**config.mk**
```make
export PLATFORM = sky130hd
export DESIGN_NAME = decodificador_flat
export DESIGN_NICKNAME = d
export VERILOG_FILES = /design/src/rtl/morse_pkg.sv /design/src/rtl/decodificador_if.sv /design/src/rtl/morse_pattern_lookup.sv /design/src/rtl/decodificador.sv /design/src/flat_wrapper.sv
export SDC_FILE = /design/constraint.sdc
export NUM_CORES = 1
export LEC_CHECK = 0
export BUFFER_PORTS_ARGS = -buffer_cell sky130_fd_sc_hd__buf_2
export CAP_MARGIN = 0
export CORE_MARGIN = 4
export CORE_UTILIZATION = 45
export CTS_CLUSTER_SIZE = 14
export DETAILED_ROUTE_END_ITERATION = 10
export GPL_TIMING_DRIVEN = 0
export PLACE_DENSITY = 0.71
export SLEW_MARGIN = 30
export SYNTH_ARGS = -nofsm -noshare
export SYNTH_HDL_FRONTEND = slang
export SYNTH_SLANG_ARGS = --single-unit
export TNS_END_PERCENT = 20
```
**constraint.sdc**
```tcl
create_clock -name clk -period 2.3 [get_ports clk]
set_input_delay 0.115 -clock clk [delete_from_list [all_inputs] [get_ports clk]]
set_output_delay 0.115 -clock clk [all_outputs]
set_load 0.05 [all_outputs]
```
**src/rtl/morse_pkg.sv**
```systemverilog
// Shared Morse symbol constants, digit patterns and decoder state encoding.
// Latency: n/a (types and constants only).
// Backpressure: n/a.
package morse_pkg;

    localparam logic SYM_DOT  = 1'b0;
    localparam logic SYM_DASH = 1'b1;

    localparam int DASH_MIN_DEF = 8;
    localparam int GAP_MIN_DEF  = 12;
    localparam int CNT_W_DEF    = 8;

    // Index is the digit value; first symbol sits at bit 4.
    localparam logic [4:0] DIGIT_PAT [10] = '{
        5'b11111, 5'b01111, 5'b00111, 5'b00011, 5'b00001,
        5'b00000, 5'b10000, 5'b11000, 5'b11100, 5'b11110
    };

    typedef enum logic [1:0] {
        ST_IDLE,
        ST_MARK,
        ST_SPACE
    } state_t;

endpackage

```
**src/rtl/decodificador_if.sv**
```systemverilog
// Keyed-line input and decoded digit outputs of the Morse decoder.
// Latency: n/a (wiring only).
// Backpressure: none; ready/error are single-cycle strobes with no acknowledge.
interface decodificador_if;
    logic key;
    logic a;
    logic b;
    logic c;
    logic d;
    logic ready;
    logic error;

    modport master (output key, input a, b, c, d, ready, error);
    modport slave  (input key, output a, b, c, d, ready, error);
endinterface

```
**src/rtl/morse_pattern_lookup.sv**
```systemverilog
// Maps a 5-symbol Morse pattern to its decimal digit, flagging unknown patterns.
// Latency: combinational.
// Backpressure: n/a.
module morse_pattern_lookup
    import morse_pkg::*;
(
    input  logic [4:0] pattern,
    output logic [3:0] digit,
    output logic       hit
);

    always_comb begin
        digit = 4'd0;
        hit   = 1'b0;
        for (int i = 0; i < 10; i++) begin
            if (pattern == DIGIT_PAT[i]) begin
                digit = 4'(i);
                hit   = 1'b1;
            end
        end
    end

endmodule

```
**src/rtl/decodificador.sv**
```systemverilog
// Times marks on a keyed line into dots/dashes and decodes 5-symbol Morse digits.
// Latency: ready/error registered on the edge sampling the low that ends the 5th mark.
// Backpressure: none; strobes are one cycle and the digit holds until the next good decode.
module decodificador
    import morse_pkg::*;
#(
    parameter int DASH_MIN = DASH_MIN_DEF,
    parameter int GAP_MIN  = GAP_MIN_DEF,
    parameter int CNT_W    = CNT_W_DEF
) (
    input  logic            clk,
    input  logic            reset,
    decodificador_if.slave  bus
);

    state_t             state;
    logic [CNT_W-1:0]   mark_cnt;
    logic [CNT_W-1:0]   space_cnt;
    logic [2:0]         sym_cnt;
    logic [4:0]         pattern;
    logic [3:0]         digit_q;
    logic               ready_q;
    logic               error_q;

    logic               sym;
    logic [4:0]         next_pat;
    logic               mark_sat;
    logic               gap_hit;
    logic [3:0]         lut_digit;
    logic               lut_hit;

    always_comb begin
        sym      = (mark_cnt >= CNT_W'(DASH_MIN)) ? SYM_DASH : SYM_DOT;
        next_pat = {pattern[3:0], sym};
        mark_sat = &mark_cnt;
        gap_hit  = (space_cnt == CNT_W'(GAP_MIN - 1));
    end

    morse_pattern_lookup u_lookup (
        .pattern (next_pat),
        .digit   (lut_digit),
        .hit     (lut_hit)
    );

    always_ff @(posedge clk) begin
        if (reset) begin
            state     <= ST_IDLE;
            mark_cnt  <= '0;
            space_cnt <= '0;
            sym_cnt   <= '0;
            pattern   <= '0;
            digit_q   <= '0;
            ready_q   <= 1'b0;
            error_q   <= 1'b0;
        end else begin
            ready_q <= 1'b0;
            error_q <= 1'b0;
            case (state)
                ST_IDLE: begin
                    if (bus.key) begin
                        state    <= ST_MARK;
                        mark_cnt <= CNT_W'(1);
                    end
                end
                ST_MARK: begin
                    if (bus.key) begin
                        if (!mark_sat) mark_cnt <= mark_cnt + 1'b1;
                    end else if (sym_cnt == 3'd4) begin
                        // Fifth symbol: decode straight from the shifted pattern.
                        if (lut_hit) begin
                            digit_q <= lut_digit;
                            ready_q <= 1'b1;
                        end else begin
                            error_q <= 1'b1;
                        end
                        sym_cnt <= '0;
                        pattern <= '0;
                        state   <= ST_IDLE;
                    end else begin
                        pattern   <= next_pat;
                        sym_cnt   <= sym_cnt + 1'b1;
                        space_cnt <= CNT_W'(1);
                        state     <= ST_SPACE;
                    end
                end
                ST_SPACE: begin
                    if (bus.key) begin
                        state    <= ST_MARK;
                        mark_cnt <= CNT_W'(1);
                    end else if (gap_hit) begin
                        error_q   <= 1'b1;
                        sym_cnt   <= '0;
                        pattern   <= '0;
                        space_cnt <= '0;
                        state     <= ST_IDLE;
                    end else begin
                        space_cnt <= space_cnt + 1'b1;
                    end
                end
                default: state <= ST_IDLE;
            endcase
        end
    end

    assign bus.a     = digit_q[3];
    assign bus.b     = digit_q[2];
    assign bus.c     = digit_q[1];
    assign bus.d     = digit_q[0];
    assign bus.ready = ready_q;
    assign bus.error = error_q;

endmodule

```
**src/flat_wrapper.sv**
```systemverilog
// flat-port wrapper written by rule: the top's interface ports become plain ports
module decodificador_flat import morse_pkg::*;
#(
    parameter int DASH_MIN = DASH_MIN_DEF,
    parameter int GAP_MIN  = GAP_MIN_DEF,
    parameter int CNT_W    = CNT_W_DEF
)
  (clk, reset, bus_key, bus_a, bus_b, bus_c, bus_d, bus_ready, bus_error);
  decodificador_if bus_i ();
  input  logic clk;
  input  logic reset;
  input wire logic [$bits(bus_i.key)-1:0] bus_key;
  output wire logic [$bits(bus_i.a)-1:0] bus_a;
  output wire logic [$bits(bus_i.b)-1:0] bus_b;
  output wire logic [$bits(bus_i.c)-1:0] bus_c;
  output wire logic [$bits(bus_i.d)-1:0] bus_d;
  output wire logic [$bits(bus_i.ready)-1:0] bus_ready;
  output wire logic [$bits(bus_i.error)-1:0] bus_error;
  assign bus_i.key = bus_key;
  assign bus_a = bus_i.a;
  assign bus_b = bus_i.b;
  assign bus_c = bus_i.c;
  assign bus_d = bus_i.d;
  assign bus_ready = bus_i.ready;
  assign bus_error = bus_i.error;
  decodificador #(.DASH_MIN(DASH_MIN), .GAP_MIN(GAP_MIN), .CNT_W(CNT_W)) u_core (.clk(clk), .reset(reset), .bus(bus_i));
endmodule
```
* Word-level counts from Yosys, hierarchy flattened
Cells that the tools add are included.
** Storage, ports and cells
- Memory bits (read-only) :: 0
- Register bits after elaboration :: 31
- RAM bits :: 0
- Input bits :: 3
- Memories kept :: 0
- Latch bits :: 0
** Cells by class
- Divide/modulo/power cells :: 0
- Shifts and indexed selects :: 0
- Add/subtract/negate cells :: 3
- Bitwise gates (word level) :: 3
- Mux-type cells :: 52
- $lt $le $gt $ge :: 1
- Eq/ne operators :: 22
- Multiply operators :: 0
- Reductions and logical operators :: 12
** Operator list (number)
- 8-bit 2-to-1 mux :: 7
- 4-bit 2-to-1 mux :: 12
- 8-bit one-hot mux with 2 select lines :: 2
- 5-bit equality test, second input constant :: 5
- 1-bit 2-to-1 mux :: 18
- 8-bit by 1-bit adder with 8-bit output, second input constant :: 2
- 4-bit AND reduction :: 4
- 3-bit 2-to-1 mux :: 4
- 2-bit inequality test, second input constant :: 6
- 2-bit 2-to-1 mux :: 5
- 8-bit by 4-bit equality test with 1-bit output, second input constant :: 1
- 8-bit by 4-bit greater-or-equal comparator with 1-bit output, second input constant :: 1
- 4-bit one-hot mux with 2 select lines :: 1
- 8-bit AND reduction :: 1
- 2-bit one-hot mux with 3 select lines :: 1
- 3-bit one-hot mux with 2 select lines :: 1
- 5-bit by 1-bit equality test with 1-bit output, second input constant :: 1
- 5-bit by 2-bit equality test with 1-bit output, second input constant :: 1
- 5-bit by 3-bit equality test with 1-bit output, second input constant :: 1
- 5-bit by 4-bit equality test with 1-bit output, second input constant :: 1
- 5-bit zero test :: 1
- 2-bit by 1-bit inequality test with 1-bit output, second input constant :: 2
- 2-bit nonzero test :: 2
- 4-bit OR reduction :: 1
- 10 further kinds :: 12

* Longest topological paths before layout
- Word-level depth :: 17
- Depth in mapped cells :: 7

* Modules after synthesis
A second synthesis with hierarchy kept.
** Unflattened totals
- Cell total of the unflattened synthesis :: 214
- Area, all modules :: 1858.0 um^2
** Modules (own cells, without submodules)
- decodificador :: area each 1704.1 um^2, sequential area each 620.6 um^2, cells each 192, times used 1
- morse_pattern_lookup :: area each 153.9 um^2, sequential area each 0.0 um^2, cells each 22, times used 1

* Worst setup path before layout
No wires, ideal clock.
- Kind :: register to register
- From :: register u_core.state[1]
- To :: register u_core.space_cnt[7]
- Clock period less this slack :: 1937 ps
- Stages on the path, launching flop included :: 7
- Library setup time :: 73 ps
- Required time :: 2227 ps
- Arrival time :: 1864 ps
- Setup slack :: 363 ps
- Path buffers :: 0
- Cell sequence :: dfxtp_1 inv_1 ha_1 and3_4 or3_1 or4_1 a21oi_1
** Between the ends
- Word-level cells in the longest chain between the ends :: 3
** RTL lines
- start, declared :: RTL line decodificador.sv:16 : state_t state;
- start signal, assigned :: RTL line decodificador.sv:47 : state <= ST_IDLE;
- start signal, assigned :: RTL line decodificador.sv:61 : state <= ST_MARK;
- start signal, assigned :: RTL line decodificador.sv:78 : state <= ST_IDLE;
- 2-bit by 1-bit equality test with 1-bit output or 2-bit equality test (tied branches) :: RTL line decodificador.sv:58 : case (state)
- 2-bit inequality test (no source line) or 2-bit nonzero test (tied branches)
- 4-bit AND reduction (no source line)
- end signal, assigned :: RTL line decodificador.sv:97 : space_cnt <= space_cnt + 1'b1;
- end, declared :: RTL line decodificador.sv:18 : logic [CNT_W-1:0] space_cnt;
Several ways; a longest one is shown, not always the timed one.
A chain may end at the register's enable or synchronous reset.

* Final worst setup path
- From :: register u_core.state[1]
- To :: register u_core.mark_cnt[1]
** Between the ends
- Word-level cells in the longest chain between the ends :: 4
** RTL lines
- 2-bit equality test or 2-bit zero test (tied branches) :: RTL line decodificador.sv:58
- 2-bit OR reduction (no source line)
- 2-bit by 1-bit inequality test with 1-bit output (no source line) or 2-bit nonzero test (tied branches)
- 4-bit AND reduction (no source line)
- end signal, assigned :: RTL line decodificador.sv:67 : if (!mark_sat) mark_cnt <= mark_cnt + 1'b1;
- end, declared :: RTL line decodificador.sv:17 : logic [CNT_W-1:0] mark_cnt;
Several ways; a longest one is shown, not always the timed one.

==> flow_summary.yaml <==
placed_design:
  gp_congestion: 0.845
  portBuffers: 8
  dp.cells: 274
  dp_hpwl_mm: 2.84
  pre_cts_slack_ns: -0.0719
power_and_ir_drop:
  p_seq_frac: 0.484
  power.share.clock: 0.407
  fin_total_pwr_mw: 1.16
  powerDensity_mw_per_mm2: 577
  worst_ir_drop_vdd_mv: 0.237
  internal-power_mw: 0.867
  switching_share: 0.255
  p_sw_mw: 0.297
  leakage_nw: 0.683
  p_comb_frac: 0.108
synth:
  avgSynthCellArea_sq_um: 8.32
  synth_nets: 230
  ys.flop_type: "dfxtp_1"
  ys_seq_area_frac: 0.342
  synth_warnings: 0
  syn-instance-count: 218
  synth_seq_cells: 31
  async_flop_share: 0
  synth.distinct_cells: 50
  synthesis.area_sq_mm: 0.00181
  synth_edf_count: 0
worst_setup_path:
  crit_arrival_ns: 2.29
  start_kind: "flop"
  critPathMaxFanout: 9
  critPathCaptureType: "flop"
  reg2reg_from: "u_core.state[1]$_SDFFE_PP0P_"
  critPathRequiredTime_ns: 2.44
  path_class: "flop to flop"
  startpoint: "u_core.state[1]$_SDFFE_PP0P_"
  r2r_cells: 6
cts:
  clock_path_buffers: 2
  cts_num_sinks: 31
  cts_made_buffers: 5
  cts_htree_levels: 2
  clk_pin_slew_ns: 0.06
  cts-root-buf: "clkbuf_8"
  clk_latency_ns: 0.29
  cts_tree: "yes"
  postCtsSetupBuffers: 0
floorplanning:
  die_x_um: 71.5
  start_util: 0.481
  core_area_sq_mm: 0.00377
  pin_count: 9
  die_y_um: 71.5
  fp-row-count: 22
  die-area_sq_mm: 0.00511
global_routing:
  grt_pass1_wl_mm: 7.01
  overflow: 0
  grt_use_total: 0.173
  grt_pass1_vias: 1553
  antenna_found_initial: 0
  grt_max_degree: 11
hold_path:
  worstHoldStart: "reset"
  min_path_cells: 3
  hp-class: "input pin to flop"
run:
  maxCapViolCount: 0
sta:
  slew_violations: 0
  worst-slew-pin-transition_ns: 0.597
  rsz0062_at_grt: "no"
  fin_skew_ns: 0.00661
  relSlewSlack: 0.596
  setup_viol_count_final: 0
  layout_worst_path_cycle_share: 0.932
  hold_viol: 0
  fmax_mhz: 466
  fin_crit_ns: 2.14
  setup_ws_ns: 0.156
detailed_routing:
  drtIter0Drc: 114
  drcViolationCount: 0
  routed_wl_mm: 4.04
  vias: 1614
  postRouteAntennaNets: 0
  drtPass1Iterations: 4
  viasPerCell: 5.72
  wl_per_cell_um: 14.3
finish:
  stdcell_count: 282
  layout_commonest_cell: "dfxtp_1"
  fin_nets: 245
  drive_gt1_frac: 0.120
  final_cell_mix: "dfxtp_1, nand2_1, a21oi_1"
  fillers: 356
  final_util: 0.535
  syn2layout_area_growth_pct: 11.3
  n_antenna_cell: 0
outcome:
  status: "finished clean"
[cell usage after synthesis (all sizes together) (7+ instances only)]
| cell | n | area (sq um) |
|---|---|---|
| nor2 | 12 | 45.0 |
| mux2i | 8 | 83.8 |
| a21oi | 15 | 78.8 |
| dfxtp | 31 | 621 |
| o31ai | 9 | 67.6 |
| clkbuf | 7 | 27.5 |
| ha | 9 | 113 |
| inv | 11 | 41.3 |
| nand3 | 9 | 45.0 |
| nand2 | 23 | 86.3 |
| or3 | 8 | 50.1 |
[power groups by stage]
stage	Combinational (mW)	Clock [mW]	Sequential, mW
after floorplan	0.0934	0	0.570
after global placement	0.120	0	0.574
after detailed placement	0.123	0	0.574
after CTS	0.126	0.490	0.562
after global routing	0.143	0.513	0.565
final	0.126	0.474	0.564
[routing by layer]
layer | wire length, um | share of wire | global-route usage | vias to the layer above
li1 | - | - | - | 835
met1 | 2060 | 0.51 | 0.229 | 753
met2 | 1770 | 0.44 | 0.261 | 18
met3 | 129 | 0.032 | 0.0421 | 8
met4 | 93 | 0.023 | 0.0835 | 0
met5 | 0 | 0 | 0 | -
[state kept, by name, indices dropped and copies added (netlist names)]
signal,flops
u_core.pattern,4
u_core.space_cnt,8
u_core.bus.ready,1
u_core.mark_cnt,8
u_core.state,2
u_core.digit_q,4
u_core.sym_cnt,3
u_core.bus.error,1
[worst max-delay path, stage by stage (launching register included)]
cell	delay, ns
dfxtp_1	0.42
inv_1	0.09
ha_1	0.30
and2b_1	0.29
o21ai_0	0.22
o31ai_2	0.60
a21oi_1	0.08
[final timing paths]
kind | endpoint | slack [ns]
setup / recovery | u_core.mark_cnt[1]$_SDFFE_PP0P_ | 0.16
hold / removal | u_core.state[1]$_SDFFE_PP0P_ | 0.14
setup reg to reg | u_core.mark_cnt[1]$_SDFFE_PP0P_ | 0.16
hold reg to reg | u_core.digit_q[3]$_SDFFE_PP0P_ | 0.46
[what timing repair did]
action                                  4_1_cts  5_1_grt
endpoints found under the setup margin        7        2
gates resized for setup                       1        1
hold buffers                                  0        0
[metrics by stage]
stage          TNS (ns)  cell area (sq um)  hold WS (ns)
2_1_floorplan         0               1810         0.309
3_3_place_gp          0               1910         0.444
3_5_place_dp     -0.429               1910         0.437
4_1_cts               0               2020         0.134
5_1_grt               0               2020         0.158
6_report              0               2020         0.143
[cell type report]
class                      instances  area [sq um]  area share
timing repair buffer               8          40.0      0.0198
sequential                        31           621       0.308
clock buffer                       8           100      0.0496
multi-input combinational        165          1110       0.551
tap                               48          60.1      0.0298
buffer                            11          45.0      0.0223
inverter                          11          41.3      0.0205
[cells by family (layout without fill, tap and decap cells)]
family                   after synthesis  in the layout  synth area share
XOR/XNOR                               5              5            0.0242
AO/OA/AOI/OAI                         54             54             0.208
AND/OR/NAND/NOR                       89             89             0.269
flip-flops                            31             31             0.342
multiplexers                           8              8            0.0462
adder cells (fa/ha/maj)                9              9            0.0621
buffers and inverters                 22             38            0.0476
(Power assumes the default switching activity.)
